[config.mk]
export PLATFORM = sky130hd
export DESIGN_NAME = uart_frame_rx
export DESIGN_NICKNAME = d
export VERILOG_FILES = /design/src/rtl/uart_frame_pkg.sv /design/src/rtl/uart_frame_timeout.sv /design/src/rtl/uart_frame_rx.sv
export SDC_FILE = /design/constraint.sdc
export NUM_CORES = 2
export LEC_CHECK = 0
export CORE_AREA = 4 4 435 437
export CTS_BUF_LIST = sky130_fd_sc_hd__clkbuf_8 sky130_fd_sc_hd__clkbuf_16
export CTS_CLUSTER_DIAMETER = 30
export DETAILED_ROUTE_END_ITERATION = 12
export DIE_AREA = 0 0 439 441
export DONT_BUFFER_PORTS = 1
export PLACE_DENSITY = 0.51
export SLEW_MARGIN = 20
export SYNTH_ARGS = -nofsm -noshare
export SYNTH_HDL_FRONTEND = slang
export SYNTH_SLANG_ARGS = --single-unit
[constraint.sdc]
create_clock -name sys_clk -period 2.83 [get_ports sys_clk]
set_input_delay 0.283 -clock sys_clk [delete_from_list [all_inputs] [get_ports sys_clk]]
set_output_delay 0.283 -clock sys_clk [all_outputs]
set_load 0.02 [all_outputs]
[src/rtl/uart_frame_pkg.sv]
// Shared definitions for the `&&payload&&` string framing used by the UART string TX/RX pair.
// Holds the delimiter, the one-hot deframer states and the default string geometry.
package uart_frame_pkg;

    localparam logic [7:0]  DELIM           = 8'h26;
    localparam int unsigned MAX_LEN_DEF     = 137;
    localparam int unsigned LEN_W_DEF       = 8;
    localparam int unsigned TIMEOUT_CLK_DEF = 17360;

    typedef enum logic [5:0] {
        StIdle    = 6'b000001,
        StSof     = 6'b000010,
        StPayload = 6'b000100,
        StEof     = 6'b001000,
        StDone    = 6'b010000,
        StErr     = 6'b100000
    } state_e;

    // States in which an opening delimiter has been seen and the line may stall.
    function automatic logic in_frame(input state_e s);
        return s inside {StSof, StPayload, StEof};
    endfunction

endpackage

[src/rtl/uart_frame_timeout.sv]
// Inter-byte idle counter: counts while enabled, restarts on clear, and flags expiry
// on the cycle the count reaches TIMEOUT_CLK-1.
module uart_frame_timeout #(
    parameter int unsigned TIMEOUT_CLK = 17360
) (
    input  logic sys_clk,
    input  logic sys_rst,
    input  logic i_clr,
    input  logic i_en,
    output logic o_expire
);

    localparam int unsigned    CNT_W = (TIMEOUT_CLK > 2) ? $clog2(TIMEOUT_CLK) : 1;
    localparam logic [CNT_W-1:0] LAST = CNT_W'(TIMEOUT_CLK - 1);

    logic [CNT_W-1:0] r_cnt;

    always_ff @(posedge sys_clk) begin
        if (sys_rst || i_clr || !i_en) begin
            r_cnt <= '0;
        end else if (r_cnt != LAST) begin
            r_cnt <= r_cnt + CNT_W'(1);
        end
    end

    assign o_expire = i_en && !i_clr && (r_cnt == LAST);

endmodule

[src/rtl/uart_frame_rx.sv]
// Deframer for `&&payload&&` strings from uart_rx into a packed string register.
// Optional inter-byte timeout is compiled in with FRAME_RX_TIMEOUT_EN.
module uart_frame_rx
    import uart_frame_pkg::*;
#(
    parameter int unsigned MAX_LEN     = MAX_LEN_DEF,
    parameter int unsigned LEN_W       = LEN_W_DEF,
    parameter int unsigned TIMEOUT_CLK = TIMEOUT_CLK_DEF
) (
    input  logic                 sys_clk,
    input  logic                 sys_rst,
    input  logic [7:0]           rx_data,
    input  logic                 rx_vld,
    output logic [MAX_LEN*8-1:0] frame_data,
    output logic [LEN_W-1:0]     frame_len,
    output logic                 frame_busy,
    output logic                 frame_done,
    output logic                 frame_err
);

    if ((MAX_LEN < 1) || ((64'd1 << LEN_W) <= 64'(MAX_LEN)) || (TIMEOUT_CLK < 2))
    begin : g_param_check
        $error("uart_frame_rx: inconsistent MAX_LEN/LEN_W/TIMEOUT_CLK");
    end

    localparam logic [LEN_W-1:0] MAX_CNT = LEN_W'(MAX_LEN);

    state_e               r_state;
    logic [LEN_W-1:0]     r_wr_cnt;
    logic [MAX_LEN*8-1:0] r_data;
    logic [LEN_W-1:0]     r_len;
    logic                 r_busy;
    logic                 r_done;
    logic                 r_err;

    logic w_is_delim;
    logic w_room1;
    logic w_room2;
    logic w_expire;

    assign w_is_delim = (rx_data == DELIM);
    assign w_room1    = (r_wr_cnt < MAX_CNT);
    assign w_room2    = (r_wr_cnt < MAX_CNT - LEN_W'(1));

`ifdef FRAME_RX_TIMEOUT_EN
    uart_frame_timeout #(
        .TIMEOUT_CLK(TIMEOUT_CLK)
    ) u_timeout (
        .sys_clk (sys_clk),
        .sys_rst (sys_rst),
        .i_clr   (rx_vld),
        .i_en    (in_frame(r_state)),
        .o_expire(w_expire)
    );
`else
    assign w_expire = 1'b0;
`endif

    // Constant-index byte write, so the decode stays within the MAX_LEN slots.
    function automatic logic [MAX_LEN*8-1:0] put_byte(input logic [MAX_LEN*8-1:0] vec,
                                                     input logic [LEN_W-1:0]     idx,
                                                     input logic [7:0]           b);
        logic [MAX_LEN*8-1:0] res;
        res = vec;
        for (int unsigned k = 0; k < MAX_LEN; k++) begin
            if (idx == LEN_W'(k)) res[8*k +: 8] = b;
        end
        return res;
    endfunction

    always_ff @(posedge sys_clk) begin
        if (sys_rst) begin
            r_state  <= StIdle;
            r_wr_cnt <= '0;
            r_data   <= '0;
            r_len    <= '0;
            r_busy   <= 1'b0;
            r_done   <= 1'b0;
            r_err    <= 1'b0;
        end else begin
            r_done <= 1'b0;
            r_err  <= 1'b0;
            unique case (r_state)
                // DONE/ERR last one cycle and treat a coincident byte like IDLE does.
                StIdle, StDone, StErr: begin
                    r_state <= (rx_vld && w_is_delim) ? StSof : StIdle;
                end
                StSof: begin
                    if (w_expire) begin
                        r_state <= StErr;
                        r_err   <= 1'b1;
                        r_busy  <= 1'b0;
                    end else if (rx_vld) begin
                        if (w_is_delim) begin
                            r_state  <= StPayload;
                            r_wr_cnt <= '0;
                            r_busy   <= 1'b1;
                        end else begin
                            r_state <= StIdle;
                        end
                    end
                end
                StPayload: begin
                    if (w_expire || (rx_vld && !w_is_delim && !w_room1)) begin
                        r_state <= StErr;
                        r_err   <= 1'b1;
                        r_busy  <= 1'b0;
                    end else if (rx_vld) begin
                        if (w_is_delim) begin
                            r_state <= StEof;
                        end else begin
                            r_data   <= put_byte(r_data, r_wr_cnt, rx_data);
                            r_wr_cnt <= r_wr_cnt + LEN_W'(1);
                        end
                    end
                end
                StEof: begin
                    if (w_expire || (rx_vld && !w_is_delim && !w_room2)) begin
                        r_state <= StErr;
                        r_err   <= 1'b1;
                        r_busy  <= 1'b0;
                    end else if (rx_vld) begin
                        if (w_is_delim) begin
                            r_state <= StDone;
                            r_len   <= r_wr_cnt;
                            r_done  <= 1'b1;
                            r_busy  <= 1'b0;
                        end else begin
                            // Lone `&` was payload: store it and the current byte together.
                            r_data   <= put_byte(put_byte(r_data, r_wr_cnt, DELIM),
                                                 r_wr_cnt + LEN_W'(1), rx_data);
                            r_wr_cnt <= r_wr_cnt + LEN_W'(2);
                            r_state  <= StPayload;
                        end
                    end
                end
                default: begin
                    r_state <= StIdle;
                    r_busy  <= 1'b0;
                end
            endcase
        end
    end

    assign frame_data = r_data;
    assign frame_len  = r_len;
    assign frame_busy = r_busy;
    assign frame_done = r_done;
    assign frame_err  = r_err;

endmodule

After elaboration in Yosys (flattened, before gate mapping)

Cells that the tools add are included.

Register bits after elaboration: 1121
Logic and storage cells: 1319
Input port bits: 11
Output and inout port bits: 1107

Eq/ne operators: 566
Muxes and demuxes: 448
$lt $le $gt $ge: 2
Add/subtract/negate cells: 2
Bitwise operators: 4
Reduce and logical (&&, ||, !) cells: 154

Operators with widths:

| operator                                                         | number |
|---|---|
| 1096-bit 2-to-1 mux                                              | 6 |
| 8-bit 2-to-1 mux                                                 | 419 |
| 1096-bit case mux with 2 select lines                            | 1 |
| 9-bit AND reduction                                              | 138 |
| 8-bit by 7-bit == test with 1-bit output (second input constant) | 128 |
| 8-bit by 6-bit == test with 1-bit output (second input constant) | 65 |
| 3-bit inequality test (second input constant)                    | 141 |
| 2-bit inequality test (second input constant)                    | 146 |
| 8-bit by 5-bit == test with 1-bit output (second input constant) | 32 |
| 8-bit == test (second input constant)                            | 18 |
| 8-bit by 4-bit == test with 1-bit output (second input constant) | 16 |
| 8-bit by 3-bit == test with 1-bit output (second input constant) | 8 |
| 6-bit 2-to-1 mux                                                 | 6 |
| 8-bit by 2-bit == test with 1-bit output (second input constant) | 4 |
| 6-bit case mux with 4 select lines                               | 1 |
| 8-bit case mux with 3 select lines                               | 1 |
| 8-bit by 1-bit == test with 1-bit output (second input constant) | 2 |
| 8-bit zero test                                                  | 2 |
| 8-bit less-than comparator (second input constant)               | 2 |
| 1-bit 2-to-1 mux                                                 | 9 |
| 8-bit by 1-bit adder with 8-bit output (second input constant)   | 1 |
| 8-bit by 2-bit adder with 8-bit output (second input constant)   | 1 |
| 4-bit AND reduction                                              | 2 |
| 6-bit by 1-bit == test with 1-bit output (second input constant) | 1 |
| other kinds (18)                                                 | 26 |

Longest topological paths before layout

Word-level depth: 7
Mapped depth: 13
Depth with buffers taken out: 8

Worst setup path after synthesis

No wires, ideal clock.

Path kind: register -> register
Start: register r_wr_cnt[1]
End: register r_data[713], in the netlist frame_data[713]
Setup time: 0.121 ns
Slack: -0.063 ns
Data arrival time: 2.772 ns
Path buffers: 3
Stages on the path, launching flop included: 11
Clock period less this slack: 2.893 ns
Required time: 2.709 ns
Path through: dfxtp_1 > ha_1 > buf_4 > nand3_4 > or3_1 > buf_2 > buf_4 > a211oi_4 > a221oi_1 > nor2_1 > mux2_2

Cells in the longest elaborated chain, start to end: 7

RTL lines:

| what                                     | RTL line             | RTL |
|---|---|---|
| from (decl)                              | uart_frame_rx.sv:29  | `logic [LEN_W-1:0] r_wr_cnt;` |
| from (signal assigned)                   | uart_frame_rx.sv:113 | `r_wr_cnt <= r_wr_cnt + LEN_W'(1);` |
| from (signal assigned)                   | uart_frame_rx.sv:132 | `r_wr_cnt <= r_wr_cnt + LEN_W'(2);` |
| 8-bit by 1-bit adder with 8-bit output   | uart_frame_rx.sv:131 | `r_wr_cnt + LEN_W'(1), rx_data);` |
| 8-bit by 7-bit == test with 1-bit output | uart_frame_rx.sv:66  | `if (idx == LEN_W'(k)) res[8*k +: 8] = b;` |
| 8-bit 2-to-1 mux                         | uart_frame_rx.sv:66  |  |
| 1096-bit 2-to-1 mux                      | uart_frame_rx.sv:123 | `if (w_is_delim) begin` |
| 1096-bit 2-to-1 mux                      | uart_frame_rx.sv:122 | `end else if (rx_vld) begin` |
| 1096-bit 2-to-1 mux                      | uart_frame_rx.sv:118 | `if (w_expire \|\| (rx_vld && !w_is_delim && !w_room2)) begin` |
| 1096-bit case mux with 2 select lines    | uart_frame_rx.sv:83  | `unique case (r_state)` |
| to (signal assigned)                     | uart_frame_rx.sv:112 | `r_data <= put_byte(r_data, r_wr_cnt, rx_data);` |
| to (signal assigned)                     | uart_frame_rx.sv:130 | `r_data <= put_byte(put_byte(r_data, r_wr_cnt, DELIM),` |
| to (decl)                                | uart_frame_rx.sv:30  | `logic [MAX_LEN*8-1:0] r_data;` |

Several ways; a longest one is shown, not always the timed one. The select of a mux whose other input is x is not followed.
A chain may end at the register's enable or synchronous reset.

Final worst setup path

Start: register r_wr_cnt[1]
End: register r_data[906], in the netlist frame_data[906]

The elaborated chain is that of the path after synthesis.

==> flow_summary.ini <==
[synthesis]
yosysWarnings = 0
synth.distinct_cells = 75
synth.avg_cell_area_sq_um = 8.48
synth-async-reset-ratio = 0
syn_area_sq_um = 51100
yosysTopAreaCellShare = 0.439
yosysSeqAreaShare = 0.439
synth_cells = 6027
ys_ff_latch = 1121
syn_nets = 6047
synth_edf_count = 0
netlist_top_cells_area = dfxtp_1, o21ai_0, nand4_1
synth_top_area_cell = dfxtp_1
synth_flop_cell = dfxtp_1

[pwr]
clkPwrFrac = 0.662
irDropWorstVdd_mv = 0.533
pwr_density_cell_nw_per_um2 = 654
p_int_uw = 39200
netSwitchingPower_uw = 11100
comb_power_share = 0.023
total_power_uw = 50300
pwr-share-seq = 0.315
leakage_uw = 0.0268
sw_frac_of_total = 0.221

[route]
met3_length_um = 43000
dr.pass1.iters = 6
top_layer_used = met5
routedWlPerCell_um = 37.3
drcViolationCount = 0
ant_nets = 0
viasPerCell = 6.13
drt_wl_total_um = 356000
first_iter_violations = 7303
wl_met2_um = 153000
wl_met1_um = 130000
vias = 58400

[placed_design]
dp_hpwl_um = 252000
port_buffers = 0
gp_congestion = 0.974

[critical_path]
worstSetupEndpointType = flop
worstSetupPathType = reg -> reg
reg2reg_depth = 12
cp.arrival_ns = 3.64
worstPathRequired_ns = 3.64
crit_fanout = 6
worst_setup_path_start_kind = flop

[clock_network]
root_buffer = clkbuf_16
cts.sink_count = 1121
clk_pin_slew_worst_paths_ns = 0.05
cts_buffer_depth = 4
cts_tree = built
cts_buffers = 295
htreeDepth = 5
clock_latency_ns = 0.95

[floorplan]
io_pins = 1118
coreArea_sq_um = 185000
start_util = 0.276
die_width_um = 439
fp.dieH_um = 441
dieArea_sq_um = 194000
rows = 158

[cells_and_area]
drive_gt1_frac = 0.289
nets = 6850
syn_to_final_growth_pct = 50.5

[outcome]
outcome = completed

[grt]
antenna_found_initial = 18
grt_pass1_wl_um = 460000
grt_overflow_total = 0
track_usage = 0.337
first_global_vias = 54000
grt_max_degree = 723

[timing]
max_slew_margin = 0.0522
period_share = 0.998
tightest_slew_ns = 1.42
rsz0062_at_grt = yes
clock_skew_ns = 0.0661
setup_tns_ns = 0
fin_crit_ns = 2.82
fmax_mhz = 354
timing.hold.ws_ns = 0.0348
setup_viol = 0
hold_viol_final = 0
drv_slew = 0

[flow_run]
max_cap_viol_count = 0

[hold_path]
hold_depth = 4
hp-class = in -> reg
layout by cell type (no fill, tap or decap), types with 49 or more instances in the layout:
master and count:
o21ai_0 1029, a221o_1 124, nor2_1 123, mux2i_1 331
buf_4 780, nand4_1 690, buf_6 64, clkinv_2 49
clkbuf_8 54, buf_12 225, nand2_1 432, o31ai_1 81
dfxtp_1 1115, a221oi_2 52, a21oi_1 696, clkbuf_16 318
dlygate4sd3_1 68
Yosys cell counts (13+ instances only):
| library cell | number |
|---|---|
| a221o_1 | 137 |
| or3_1 | 29 |
| nand2_1 | 439 |
| clkbuf_1 | 553 |
| o21ai_1 | 13 |
| or2_2 | 27 |
| nor2b_1 | 16 |
| and2_1 | 15 |
| o31ai_2 | 13 |
| nor3_1 | 37 |
| a221oi_1 | 125 |
| a221oi_2 | 13 |
| buf_1 | 40 |
| o31ai_1 | 99 |
| nor2_1 | 160 |
| mux2i_1 | 334 |
| buf_2 | 82 |
| a2111oi_0 | 51 |
| dfxtp_1 | 1121 |
| o2111ai_1 | 25 |
| nand4_1 | 690 |
| nor2_2 | 20 |
| o21ai_0 | 1062 |
| a31o_2 | 48 |
| a21oi_1 | 711 |
critical path: stages, from the launching register on:
cell and delay [ns]:
dfxtp_4 0.37, ha_4 0.16, nand3_4 0.08, buf_6 0.15, buf_4 0.14, o21ai_4 0.20, buf_12 0.15, buf_4 0.11
a211oi_4 0.09, a221oi_1 0.72, nor2_2 0.18, buf_4 0.23, mux2i_1 0.13
through the flow:
step / cells / util / setup slack (ns) / instance area [sq um]
floorplan: 6027 / - / 0.0186 / 51100
global placement: 8798 / 0.336 / -0.924 / 62200
detailed placement: 8798 / 0.336 / -0.914 / 62200
CTS: 9417 / 0.400 / -0.0263 / 74100
global route: 9533 / 0.415 / -0.0749 / 76900
finish: 9536 / 0.415 / 0.00518 / 76900
path summary, 6_finish.rpt:
| kind | start | to | slack [ns] |
|---|---|---|---|
| worst max register to register | r_wr_cnt[1] | frame_data[906] | 0.005 |
| worst min register to register | frame_data[113] | frame_data[113] | 0.56 |
| worst max-delay path | r_wr_cnt[1] | frame_data[906] | 0.005 |
| worst min-delay path | rx_data[4] | frame_data[4] | 0.03 |
final cells by class:
| class | instances | area (sq um) |
|---|---|---|
| diodes | 15 | 37.5 |
| clock buffers | 352 | 8200 |
| clock inverters | 156 | 1610 |
| fillers | 18000 | 108000 |
| inverters | 5 | 33.8 |
| multi-input cells | 4215 | 28200 |
| flip-flops and latches | 1121 | 22500 |
| well taps | 2480 | 3100 |
| repair buffers | 1192 | 13200 |
state kept, by name (all words and copies together), names as in the netlist:
| name | cells |
|---|---|
| frame_data | 1096 |
| frame_busy | 1 |
| r_wr_cnt | 8 |
| frame_len | 8 |
| frame_err | 1 |
| r_state | 6 |
| frame_done | 1 |
layer usage:
metal,GRT usage,up-vias
met1,0.393,28600
met4,0.233,2
met5,0,-
met3,0.129,1057
met2,0.511,4119
li1,-,24700
power groups by stage:
stage | sequential [uW] | clock [uW] | combinational, uW
2_1_floorplan | 16100 | 0 | 546
3_3_place_gp | 16100 | 0 | 408
3_5_place_dp | 16100 | 0 | 410
4_1_cts | 15800 | 33500 | 758
5_1_grt | 15800 | 34300 | 1160
6_report | 15800 | 33300 | 1130
repair_timing:
item	CTS	global route
gates cloned	4	21
setup buffers	50	56
setup endpoints to repair	966	848
hold buffers	57	29
hold endpoints to repair	1093	216
pin swaps	29	91
resized for setup	160	274
cell families (layout without fill, tap and decap cells):
kind of cell / Yosys count / count (layout) / synth area share
XOR/XNOR: 8 / 8 / 0.00240
multiplexers: 346 / 346 / 0.0681
AND/OR/NAND/NOR: 1485 / 1485 / 0.154
flip-flops: 1121 / 1121 / 0.439
AO/OA/AOI/OAI: 2367 / 2367 / 0.280
buffers and inverters: 691 / 1705 / 0.0537
other: 0 / 15 / 0
adder cells (fa/ha/maj): 9 / 9 / 0.00220
No activity file was read; power rests on OpenSTA's default activity.
